--- config.mk ---
export PLATFORM = sky130hd
export DESIGN_NAME = reduce_engine
export DESIGN_NICKNAME = d
export VERILOG_FILES = /design/src/rtl/reduce_engine.sv
export SDC_FILE = /design/constraint.sdc
export NUM_CORES = 1
export LEC_CHECK = 0
export CELL_PAD_IN_SITES_DETAIL_PLACEMENT = 0
export CELL_PAD_IN_SITES_GLOBAL_PLACEMENT = 1
export CORE_ASPECT_RATIO = 0.5
export CORE_MARGIN = 2
export CORE_UTILIZATION = 46
export DETAILED_ROUTE_END_ITERATION = 8
export DONT_BUFFER_PORTS = 1
export PLACE_DENSITY = 0.9
export SYNTH_ARGS = -nofsm -noshare
export SYNTH_HDL_FRONTEND = slang
export SYNTH_SLANG_ARGS = --single-unit
--- constraint.sdc ---
create_clock -name clk -period 3.1 [get_ports clk]
set_input_delay 0.155 -clock clk [delete_from_list [all_inputs] [get_ports clk]]
set_output_delay 0.155 -clock clk [all_outputs]
set_load 0.005 [all_outputs]
--- src/rtl/reduce_engine.sv ---
// reduce_engine: chunk-serial OR/AND/XOR/NOR reduction with lowest-set-bit search
module reduce_engine #(
    parameter int WIDTH = 32,
    parameter int CHUNK = 8
) (
    input  logic                clk,
    input  logic                rst,
    input  logic                start_i,
    input  logic [1:0]          mode_i,
    input  logic [WIDTH-1:0]    a_i,
    output logic                busy_o,
    output logic                done_o,
    output logic                result_o,
    output logic                zero_o,
    output logic                found_o,
    output logic [((WIDTH > 1) ? $clog2(WIDTH) : 1)-1:0] first_one_o
);
    localparam int NCHUNK = WIDTH / CHUNK;
    localparam int IW = (WIDTH > 1) ? $clog2(WIDTH) : 1;
    localparam int CW = (NCHUNK > 1) ? $clog2(NCHUNK) : 1;
    localparam logic [1:0] M_AND = 2'b01;
    localparam logic [1:0] M_XOR = 2'b10;
    localparam logic [1:0] M_NOR = 2'b11;

    typedef enum logic [1:0] {IDLE, RUN, DONE} state_t;

    state_t            state_q, state_d;
    logic [WIDTH-1:0]  a_q, a_d;
    logic [1:0]        mode_q, mode_d;
    logic [CW-1:0]     cnt_q, cnt_d;
    logic              acc_q, acc_d;
    logic              found_q, found_d;
    logic [IW-1:0]     index_q, index_d;
    logic [CHUNK-1:0]  chunk;
    logic [IW-1:0]     lo;
    logic              last;

    assign last = cnt_q == CW'(NCHUNK - 1);

    // Pick the chunk being consumed this cycle and find its lowest set bit
    always_comb begin
        chunk = CHUNK'(a_q >> (cnt_q * CHUNK));
        lo = '0;
        for (int i = CHUNK - 1; i >= 0; i--) lo = chunk[i] ? IW'(i) : lo;
    end

    // Next-state: accept in IDLE/DONE, fold one chunk per RUN cycle
    always_comb begin
        state_d = state_q;
        a_d = a_q;
        mode_d = mode_q;
        cnt_d = cnt_q;
        acc_d = acc_q;
        found_d = found_q;
        index_d = index_q;
        if (state_q == RUN) begin
            acc_d = (mode_q == M_AND) ? acc_q & (&chunk) :
                    (mode_q == M_XOR) ? acc_q ^ (^chunk) : acc_q | (|chunk);
            if (!found_q && |chunk) begin
                found_d = 1'b1;
                index_d = IW'(cnt_q * CHUNK) + lo;
            end
            cnt_d = last ? '0 : cnt_q + 1'b1;
            state_d = last ? DONE : RUN;
        end else if (start_i) begin
            a_d = a_i;
            mode_d = mode_i;
            cnt_d = '0;
            acc_d = mode_i == M_AND;
            found_d = 1'b0;
            index_d = '0;
            state_d = RUN;
        end else begin
            state_d = IDLE;
        end
    end

    // State registers; reset wins over start
    always_ff @(posedge clk) begin
        if (rst) begin
            state_q <= IDLE;
            a_q <= '0;
            mode_q <= '0;
            cnt_q <= '0;
            acc_q <= 1'b0;
            found_q <= 1'b0;
            index_q <= '0;
        end else begin
            state_q <= state_d;
            a_q <= a_d;
            mode_q <= mode_d;
            cnt_q <= cnt_d;
            acc_q <= acc_d;
            found_q <= found_d;
            index_q <= index_d;
        end
    end

    assign busy_o = state_q == RUN;
    assign done_o = state_q == DONE;
    assign result_o = (mode_q == M_NOR) ? ~acc_q : acc_q;
    assign zero_o = ~found_q;
    assign found_o = found_q;
    assign first_one_o = index_q;
endmodule

; After elaboration in Yosys (flattened, before gate mapping)
; Index checks and enable logic that the tools add are counted.
[totals]
reg_bits = 45
latch_bits = 0
mem_bits_rw = 0
mem_bits_ro = 0
in_bits = 37
out_inout_bits = 10
mem_count = 0
[op_classes]
addsub = 2
mul = 0
n_div = 0
n_lt_le_gt_ge = 0
eq_ne = 8
shift = 1
n_mux = 25
n_bitwise = 6
reduce_logical = 8
[op_table]
columns = cell, count
row1 = $shr A32 B5 Y8, 1
row2 = $mux W3, 8
row3 = $mux W5, 3
row4 = $mux W2, 5
row5 = $mux W1, 9
row6 = $eq A2 B2 Y1 const B, 4
row7 = $reduce_and A8 Y1, 1
row8 = $reduce_or A8 Y1, 1
row9 = $reduce_xor A8 Y1, 1
row10 = $eq A2 B1 Y1 const B, 3
row11 = $add A5 B3 Y5, 1
row12 = $reduce_and A2 Y1, 2
row13 = $not A1 Y1, 3
row14 = $add A2 B1 Y2 const B, 1
row15 = $ne A2 B1 Y1 const B, 1
row16 = $reduce_bool A2 Y1, 1
row17 = $and A1 B1 Y1, 1
row18 = $logic_and A1 B1 Y1, 1
row19 = $logic_not A1 Y1, 1
row20 = $or A1 B1 Y1, 1
row21 = $xor A1 B1 Y1, 1

; Logic depth before layout (Yosys ltp)
; Gate-level depths: netlist of run 1.
[logic_depth]
depth_word = 12
ltp_mapped = 9
mapped_depth_nobuf = 7

; Worst setup path before layout of run 1
; OpenSTA, ideal clock, no wires.
[synth_timing]
kind = register to register
start = register cnt_q[0]
end = register index_q[1], in the netlist first_one_o[1]
setup_ns = 0.059
arrival_ns = 2.207
path_slack_ns = 0.834
path_stages_with_launch = 10
n_path_buf = 2
path_cell_list = dfxtp_1 > buf_6 > buf_8 > mux4_1 > inv_1 > ha_1 > nand4_1 > and3_1 > nor3_1 > a22o_1
[synth_via]
elab_chain_len = 12
[synth_lines]
columns = element, line_no
row1 = "start, declared", 30  ; logic [CW-1:0] cnt_q, cnt_d;
row2 = "start signal, assigned", 92  ; cnt_q <= cnt_d;
row3 = $shr A32 B5 Y8 *, 42  ; chunk = CHUNK'(a_q >> (cnt_q * CHUNK));
row4 = $mux W3 (8 in a row), 44  ; for (int i = CHUNK - 1; i >= 0; i--) lo = chunk[i] ? IW'(i) : lo;
row5 = $add A5 B3 Y5, 61  ; index_d = IW'(cnt_q * CHUNK) + lo;
row6 = $mux W5, 59  ; if (!found_q && |chunk) begin
row7 = $mux W5, 56  ; if (state_q == RUN) begin
row8 = "end signal, assigned", 95  ; index_q <= index_d;
row9 = "end, declared", 33  ; logic [IW-1:0] index_q, index_d;
; Every way passes the cells marked *; elsewhere a longest branch is shown, timed or not. The select of a mux whose other input is x is not followed.
; A chain may end at the register's enable or synchronous reset.

; Worst setup path after layout of run 1
; Same ends and word-level chain as after synthesis.

==> impl_metrics.json, run 1 <==
{
  "multi_input_area_um2": 1130,
  "vias_per_cell": 5.34,
  "die_width_um": 101,
  "regToRegStartpoint": "cnt_q[0]$_SDFFE_PP0P_",
  "finalWorstSetupSlack_ps": 320,
  "synth_most_common_cell": "nand2_1",
  "startpoint": "cnt_q[0]$_SDFFE_PP0P_",
  "wirelength_um": 4910,
  "p_leak_nw": 0.999,
  "drt-initial-drc-count": 42,
  "worstPathMaxFanout": 16,
  "placedCellCount": 293,
  "drc_errors": 0,
  "wl_met3_um": 261,
  "cts_max_path_buffers": 2,
  "critPathCaptureType": "flip-flop",
  "fmax_mhz": 360,
  "min_path_type": "input port to flip-flop",
  "drive_gt1_frac": 0.0657,
  "required_ps": 3340,
  "place_area_um2": 2150,
  "skew_ps": 5.59,
  "slowest_stage": "dfxtp_1",
  "maxCapViolations": 0,
  "synthDominantCellAreaShare": 0.418,
  "cts.root.buffer_cell": "clkbuf_8",
  "start_util": 0.484,
  "numPortBuffers": 0,
  "rsz0062_at_grt": "no",
  "stdcell_count": 331,
  "relSlewSlack": 0.184,
  "avgSynthCellArea_um2": 8.58,
  "cp_data_arrival_time_ps": 3020,
  "globalRouteTotalUtil": 0.200,
  "fp.dieH_um": 52.4,
  "clkTransAtPathRegs_ps": 80,
  "crit_buf_inv": 1,
  "synth_nets": 298,
  "rows": 17,
  "fin_crit_ps": 2780,
  "grt_overflow": 0,
  "cts_tree": "built",
  "ys.flop_type": "dfxtp_1",
  "whs_ps": 10.5,
  "r2r_end": "first_one_o[1]$_SDFFE_PP0P_",
  "num_io_pins": 47,
  "slew_violations": 0,
  "n_antenna_cell": 0,
  "drt-pass1-iter-count": 4,
  "cts.sinks": 45,
  "die_area_um2": 5280,
  "r2r_slack_ps": 320,
  "vias": 1768,
  "synth_cell_type_count": 36,
  "wire_per_inst_um": 14.8,
  "finalSetupViolations": 0,
  "met2_length_um": 2130,
  "drt.antenna.violating_nets": 0,
  "power.density_nw_per_um2": 476,
  "crit_path_end": "first_one_o[1]$_SDFFE_PP0P_",
  "tightest_slew_ps": 1220,
  "synth-seq-area-share": 0.418,
  "status": "finished, final reports clean",
  "final-hold-violation-count": 0,
  "core_um2": 4450,
  "ys_top_cells_by_area": "dfxtp_1, nand2_1, a21oi_1",
  "grt_pass1_wl_um": 8000,
  "wl_met1_um": 2440,
  "slowest_delay_ps": 790,
  "regArea_um2": 901,
  "clock_latency_ps": 300,
  "grt_pass1_vias": 1672,
  "top_layer": "met4",
  "synth_common_cells": "nand2_1, dfxtp_1, a21oi_1, clkbuf_1, nor2_1",
  "cts_buffers": 5,
  "gp_congestion": 0.822,
  "synth-edff-count": 0,
  "worstSetupPathType": "flip-flop to flip-flop",
  "path_cells": "mux4_1 -> inv_1 -> ha_1 -> nand4_1 -> and3_1 -> nor3_1 -> a22o_1",
  "areaGrowthSynthToFinish_pct": 18.1,
  "hpwl_um": 3410,
  "layout.nets": 320,
  "ys_warn_count": 0,
  "fill_cells": 399,
  "ir_worst_vdd_v": 0.000247,
  "htreeDepth": 2,
  "worstSetupStartpointType": "flip-flop",
  "setup_tns_ps": 0,
  "reg2regPathDepth": 7,
  "synthArstFlopShare": 0,
  "netlist_instances": 251,
  "synth_seq_cells": 45,
  "antenna_found_initial": 0,
  "yosysTopAreaCell": "dfxtp_1",
  "fin_crit_sh": 0.897,
  "cp.depth": 7,
  "grt_max_degree": 41,
  "cpLargestDelayFamily": "flip-flops",
  "design_area_um2": 2540,
  "syn_area_um2": 2150,
  "dp_slack_ps": 330
}
==> logic make-up after synthesis <==
| group | count (synthesis) | synth area share |
|---|---|---|
| simple gates | 107 | 0.217 |
| compound gates | 49 | 0.134 |
| flops | 45 | 0.418 |
| buf+inv | 27 | 0.0569 |
| fa+ha+maj | 10 | 0.0581 |
| mux | 9 | 0.0936 |
| xor+xnor | 4 | 0.0227 |
==> final cells by class <==
cell class,instances,area share
clock buffer,6,0.0285
inverter,11,0.0162
multi-input combinational,179,0.444
tap,57,0.0280
sequential,45,0.354
timing repair buffer,31,0.125
clock inverter,2,0.00394
==> report_power, final <==
group / internal, mW / switching (mW) / total (mW)
Sequential: 0.612 / 0.0314 / 0.644
Combinational: 0.111 / 0.114 / 0.224
Clock: 0.156 / 0.186 / 0.342
==> cell usage in the layout, fill, tap and decap left out, drive strengths merged, types with 2 or more instances in the layout <==
master and count:
a21oi 39, a32o 2, and2 2, buf 2, clkbuf 6, clkinv 3, dfxtp 45, dlygate4sd3 29
ha 10, inv 10, mux4 8, nand2 74, nand3 4, nand3b 3, nand4 2, nor2 11
nor2b 2, nor3 5, xnor2 3
==> worst min-delay path by stage <==
stage	from	slack (ps)	to	depth (start not counted)
finish	a_i[16]	10	a_q[16]$_SDFFE_PP0P_	2
global placement	rst	230	cnt_q[1]$_SDFFE_PP0P_	1
detailed placement	rst	230	a_q[13]$_SDFFE_PP0P_	1
global route	a_i[31]	4	a_q[31]$_SDFFE_PP0P_	2
CTS	a_i[31]	3	a_q[31]$_SDFFE_PP0P_	2
floorplan	a_i[0]	290	a_q[0]$_SDFFE_PP0P_	2
==> sequential cells by signal, indices dropped and copies added (netlist names) <==
signal	cells
a_q	32
first_one_o	5
cnt_q	2
mode_q	2
state_q	2
acc_q	1
found_o	1
==> through the flow <==
step / utilization / power [mW]
6_report: 0.572 / 1.21
5_1_grt: 0.572 / 1.28
4_1_cts: 0.572 / 1.22
3_5_place_dp: 0.484 / 0.841
3_3_place_gp: 0.484 / 0.834
2_1_floorplan: - / 0.813
==> routing by layer <==
metal / vias up / track usage
li1: 894 / -
met1: 823 / 0.267
met2: 44 / 0.314
met3: 7 / 0.0507
met4: 0 / 0.0753
met5: - / 0
==> what timing repair did <==
action	CTS	global route
gates resized for setup	0	0
hold buffers	30	0
setup buffers	0	0
hold endpoints to repair	40	0
setup endpoints to repair	0	0
(Power assumes the default switching activity.)
==> run 2: changes to the inputs <==
--- a/config.mk
+++ b/config.mk
@@ -12,7 +12,7 @@
 export CORE_UTILIZATION = 46
 export DETAILED_ROUTE_END_ITERATION = 8
 export DONT_BUFFER_PORTS = 1
-export PLACE_DENSITY = 0.9
+export PLACE_DENSITY_LB_ADDON = 0.1
 export SYNTH_ARGS = -nofsm -noshare
 export SYNTH_HDL_FRONTEND = slang
 export SYNTH_SLANG_ARGS = --single-unit
==> impl_metrics.json, run 2 (synthesized netlist as in run 1, its figures left out) <==
{
  "status": "finished, final reports clean",
  "cp_data_arrival_time_ps": 2790,
  "worstHoldPathCells": 2,
  "regMostFlops": "a_q",
  "die_area_um2": 5280,
  "grt_max_degree": 41,
  "gp_congestion": 0.820,
  "die_width_um": 101,
  "wire_per_inst_um": 15.4,
  "worstSetupStartpointType": "flip-flop",
  "cts_tree": "built",
  "num_io_pins": 47,
  "placedCellCount": 294,
  "drive_gt1_frac": 0.0755,
  "drt.antenna.violating_nets": 0,
  "vias_per_cell": 5.38,
  "finalSetupViolations": 0,
  "grt_overflow": 0,
  "most-common-layout-cells": "nand2_1, dfxtp_1, a21oi_1",
  "vias": 1803,
  "slew_violations": 0,
  "worstSetupPathType": "flip-flop to flip-flop",
  "drc_errors": 0,
  "cts.sinks": 45,
  "skew_ps": 11.0,
  "grt_pass1_wl_um": 8570,
  "cts_buffers": 5,
  "cts_setup_buffers": 0,
  "core_um2": 4450,
  "tightest_slew_ps": 538,
  "grt_pass1_vias": 1685,
  "final_common_cell": "nand2_1",
  "min_path_type": "input port to flip-flop",
  "numPortBuffers": 0,
  "maxCapViolations": 0,
  "start_util": 0.484,
  "required_ps": 3350,
  "stdcell_count": 335,
  "fp.dieH_um": 52.4,
  "drt-pass1-iter-count": 4,
  "dp_slack_ps": 281,
  "hpwl_um": 3540,
  "critPathCaptureType": "flip-flop",
  "globalRouteTotalUtil": 0.220,
  "rows": 17,
  "rsz0062_at_grt": "no",
  "utilization": 0.585,
  "clkTransAtPathRegs_ps": 90,
  "finalWorstSetupSlack_ps": 555,
  "p_total_mw": 1.27,
  "ir_worst_vdd_v": 0.000264,
  "htreeDepth": 2,
  "largest_reg_flops": 32,
  "cts.root.buffer_cell": "clkbuf_8",
  "clock_latency_ps": 300,
  "setup_tns_ps": 0,
  "fin_crit_ps": 2540,
  "power.density_nw_per_um2": 489,
  "drt-initial-drc-count": 94,
  "final-hold-violation-count": 0,
  "n_antenna_cell": 0,
  "cts_max_path_buffers": 2,
  "p_leak_nw": 1.02,
  "fin_crit_sh": 0.821,
  "layout.nets": 324,
  "relSlewSlack": 0.641,
  "fmax_mhz": 393,
  "antenna_found_initial": 0,
  "wirelength_um": 5160,
  "worstPathMaxFanout": 16,
  "areaGrowthSynthToFinish_pct": 20.7,
  "reg2regPathDepth": 7
}
## run 2: cell types whose count changed in the layout (fill, tap and decap cells not counted), sizes merged
| cell | previous run | this run |
|---|---|---|
| dlygate4sd3 | 29 | 32 |
| buf | 2 | 3 |
| clkinv | 3 | 2 |
| inv | 10 | 11 |
## run 2: final cells by class
class	instances	area [um2]
tap	57	71.3
clock inverter	2	17.5
sequential	45	902
clock buffer	6	82.6
timing repair buffer	35	355
fill	411	1850
multi-input combinational	179	1130
inverter	11	41.3
## run 2: layer usage
layer,global-route usage,part of all wire,vias to the layer above
li1,-,-,901
met1,0.321,0.50,841
met2,0.320,0.43,56
met3,0.0560,0.066,5
met4,0.0571,0.0066,0
met5,0,0,-
## run 2: power by group
| group | internal [mW] | switching [mW] | total [mW] |
|---|---|---|---|
| clock network | 0.185 | 0.213 | 0.398 |
| registers | 0.613 | 0.0323 | 0.645 |
| logic | 0.114 | 0.114 | 0.228 |
| total | 0.912 | 0.359 | 1.27 |
## run 2: worst paths after layout
kind	startpoint	end	slack, ps
hold reg to reg	a_q[1]$_SDFFE_PP0P_	a_q[1]$_SDFFE_PP0P_	460
setup reg to reg	cnt_q[0]$_SDFFE_PP0P_	first_one_o[1]$_SDFFE_PP0P_	560
setup / recovery	cnt_q[0]$_SDFFE_PP0P_	first_one_o[1]$_SDFFE_PP0P_	560
hold / removal	a_i[7]	a_q[7]$_SDFFE_PP0P_	1
## run 2: stage by stage
| step | instance area [um2] | hold WS, ps |
|---|---|---|
| global placement | 2160 | 228 |
| detailed placement | 2160 | 230 |
| CTS | 2580 | 0.759 |
| global route | 2600 | 21.4 |
| finish | 2600 | 1.36 |
| floorplan | 2150 | 291 |
## run 2: timing repair
item,CTS,global route
setup endpoints to repair,0,2
hold buffers,31,2
hold endpoints to repair,40,2
gates resized for setup,0,1
## run 2: critical path, stage by stage, from the launching register on
cell	delay, ps
dfxtp_2	590
mux4_1	680
inv_1	90
ha_1	190
nand4_1	200
and3_1	270
nor3_1	290
a22o_1	200
==> run 3: changes to the inputs <==
--- a/config.mk
+++ b/config.mk
@@ -9,7 +9,7 @@
 export CELL_PAD_IN_SITES_GLOBAL_PLACEMENT = 1
 export CORE_ASPECT_RATIO = 0.5
 export CORE_MARGIN = 2
-export CORE_UTILIZATION = 46
+export CORE_UTILIZATION = 41
 export DETAILED_ROUTE_END_ITERATION = 8
 export DONT_BUFFER_PORTS = 1
 export PLACE_DENSITY_LB_ADDON = 0.1
==> constraint.sdc (replaced) <==
create_clock -name clk -period 2.24 [get_ports clk]
set_input_delay 0.112 -clock clk [delete_from_list [all_inputs] [get_ports clk]]
set_output_delay 0.112 -clock clk [all_outputs]
set_load 0.005 [all_outputs]
==> impl_metrics.json, run 3 (synthesized netlist as in run 1, its figures left out) <==
{
  "status": "finished, final reports clean",
  "worstSetupPathType": "flip-flop to flip-flop",
  "grt_overflow": 0,
  "drc_errors": 0,
  "required_ps": 2440,
  "setup_tns_ps": 0,
  "layout.nets": 350,
  "grt_max_degree": 41,
  "ir_worst_vdd_v": 0.000276,
  "final_common_cell": "nand2_1",
  "min_path_type": "input port to flip-flop",
  "place_area_um2": 2350,
  "hpwl_um": 3760,
  "final-hold-violation-count": 0,
  "slew_violations": 0,
  "worstHoldPathCells": 2,
  "fp.dieH_um": 55.2,
  "rsz0062_at_grt": "yes",
  "p_total_mw": 1.80,
  "tightest_slew_ps": 516,
  "worstSetupStartpointType": "flip-flop",
  "largest_reg_flops": 32,
  "power.density_nw_per_um2": 626,
  "r2r_end": "acc_q$_SDFFE_PP0P_",
  "crit_path_end": "acc_q$_SDFFE_PP0P_",
  "rows": 18,
  "skew_ps": 6.52,
  "gp_congestion": 0.844,
  "finalSetupViolations": 0,
  "fmax_mhz": 453,
  "fin_crit_sh": 0.986,
  "dp_slack_ps": -184,
  "cts_buffers": 5,
  "cts.sinks": 45,
  "wirelength_um": 5410,
  "vias_per_cell": 5.09,
  "start_util": 0.431,
  "cp_data_arrival_time_ps": 2410,
  "drt-pass1-iter-count": 6,
  "wire_per_inst_um": 14.5,
  "maxCapViolations": 0,
  "reg2regPathDepth": 8,
  "antenna_found_initial": 0,
  "regMostFlops": "a_q",
  "most-common-layout-cells": "nand2_1, dfxtp_1, a21oi_1",
  "globalRouteTotalUtil": 0.195,
  "n_antenna_cell": 0,
  "regToRegStartpoint": "cnt_q[0]$_SDFFE_PP0P_",
  "grt_pass1_wl_um": 8870,
  "drt-initial-drc-count": 44,
  "cts_max_path_buffers": 2,
  "startpoint": "cnt_q[0]$_SDFFE_PP0P_",
  "num_io_pins": 47,
  "numPortBuffers": 0,
  "placedCellCount": 326,
  "r2r_slack_ps": 30,
  "clock_latency_ps": 300,
  "drt.antenna.violating_nets": 0,
  "drive_gt1_frac": 0.191,
  "clkTransAtPathRegs_ps": 90,
  "fin_crit_ps": 2210,
  "worstPathMaxFanout": 5,
  "finalWorstSetupSlack_ps": 31.1,
  "critPathCaptureType": "flip-flop",
  "relSlewSlack": 0.656,
  "die_width_um": 106,
  "die_area_um2": 5880,
  "areaGrowthSynthToFinish_pct": 33.9,
  "cts_tree": "built",
  "grt_pass1_vias": 1786,
  "p_leak_nw": 1.14,
  "vias": 1899,
  "design_area_um2": 2880,
  "core_um2": 5000,
  "stdcell_count": 373,
  "htreeDepth": 2,
  "fill_cells": 492,
  "cts.root.buffer_cell": "clkbuf_8"
}
-- run 3: cell types whose count changed in the layout (fill, tap and decap cells not counted), sizes merged --
cell / before / now
clkbuf: 6 / 5
clkinv: 2 / 1
buf: 3 / 26
clkinvlp: 0 / 1
dlygate4sd3: 32 / 35
-- run 3: layer usage --
layer,part of all wire,vias to the layer above,GRT usage
met5,0,-,0
met4,0.0085,0,0.0557
met3,0.052,5,0.0519
met2,0.43,44,0.298
met1,0.51,899,0.274
li1,-,951,-
-- run 3: critical path: stages (launching register included) --
cell and delay, ps:
dfxtp_4 380, buf_6 110, mux4_2 540, inv_2 100
ha_4 200, xnor3_1 340, xnor2_1 170, nand3b_1 90
a41o_1 180
-- run 3: through the flow --
step / utilization / hold WS, ps
5_1_grt: 0.577 / 33.3
3_5_place_dp: 0.469 / 186
2_1_floorplan: - / 248
6_report: 0.577 / 30.6
3_3_place_gp: 0.469 / 185
4_1_cts: 0.564 / 23.8
-- run 3: how the worst min path moves through the flow --
stage	end	start
2_1_floorplan	a_q[14]$_SDFFE_PP0P_	a_i[14]
5_1_grt	state_q[1]$_SDFF_PP0_	rst
6_report	state_q[1]$_SDFF_PP0_	rst
3_5_place_dp	a_q[28]$_SDFFE_PP0P_	rst
4_1_cts	state_q[1]$_SDFF_PP0_	rst
3_3_place_gp	a_q[28]$_SDFFE_PP0P_	rst
-- run 3: what timing repair did --
action	in CTS	in global routing
buffers inserted	0	4
pin swaps	0	6
hold endpoints to repair	40	0
setup endpoints to repair	6	6
hold buffers	36	0
gates resized for setup	4	14
-- run 3: final cells by class --
cell class              count  area, um2  area share
clock inverters             2       16.3     0.00564
flip-flops and latches     45        906       0.314
clock buffers               5       68.8      0.0239
multi-input cells         179       1180       0.408
repair buffers             61        587       0.204
well taps                  70       87.6      0.0304
inverters                  11       41.3      0.0143
-- run 3: power breakdown --
| group | total, mW | switching (mW) | leakage (nW) | internal [mW] |
|---|---|---|---|---|
| Combinational | 0.417 | 0.193 | 0.733 | 0.224 |
| Clock | 0.504 | 0.288 | 0.0402 | 0.216 |
| Sequential | 0.883 | 0.0354 | 0.370 | 0.848 |
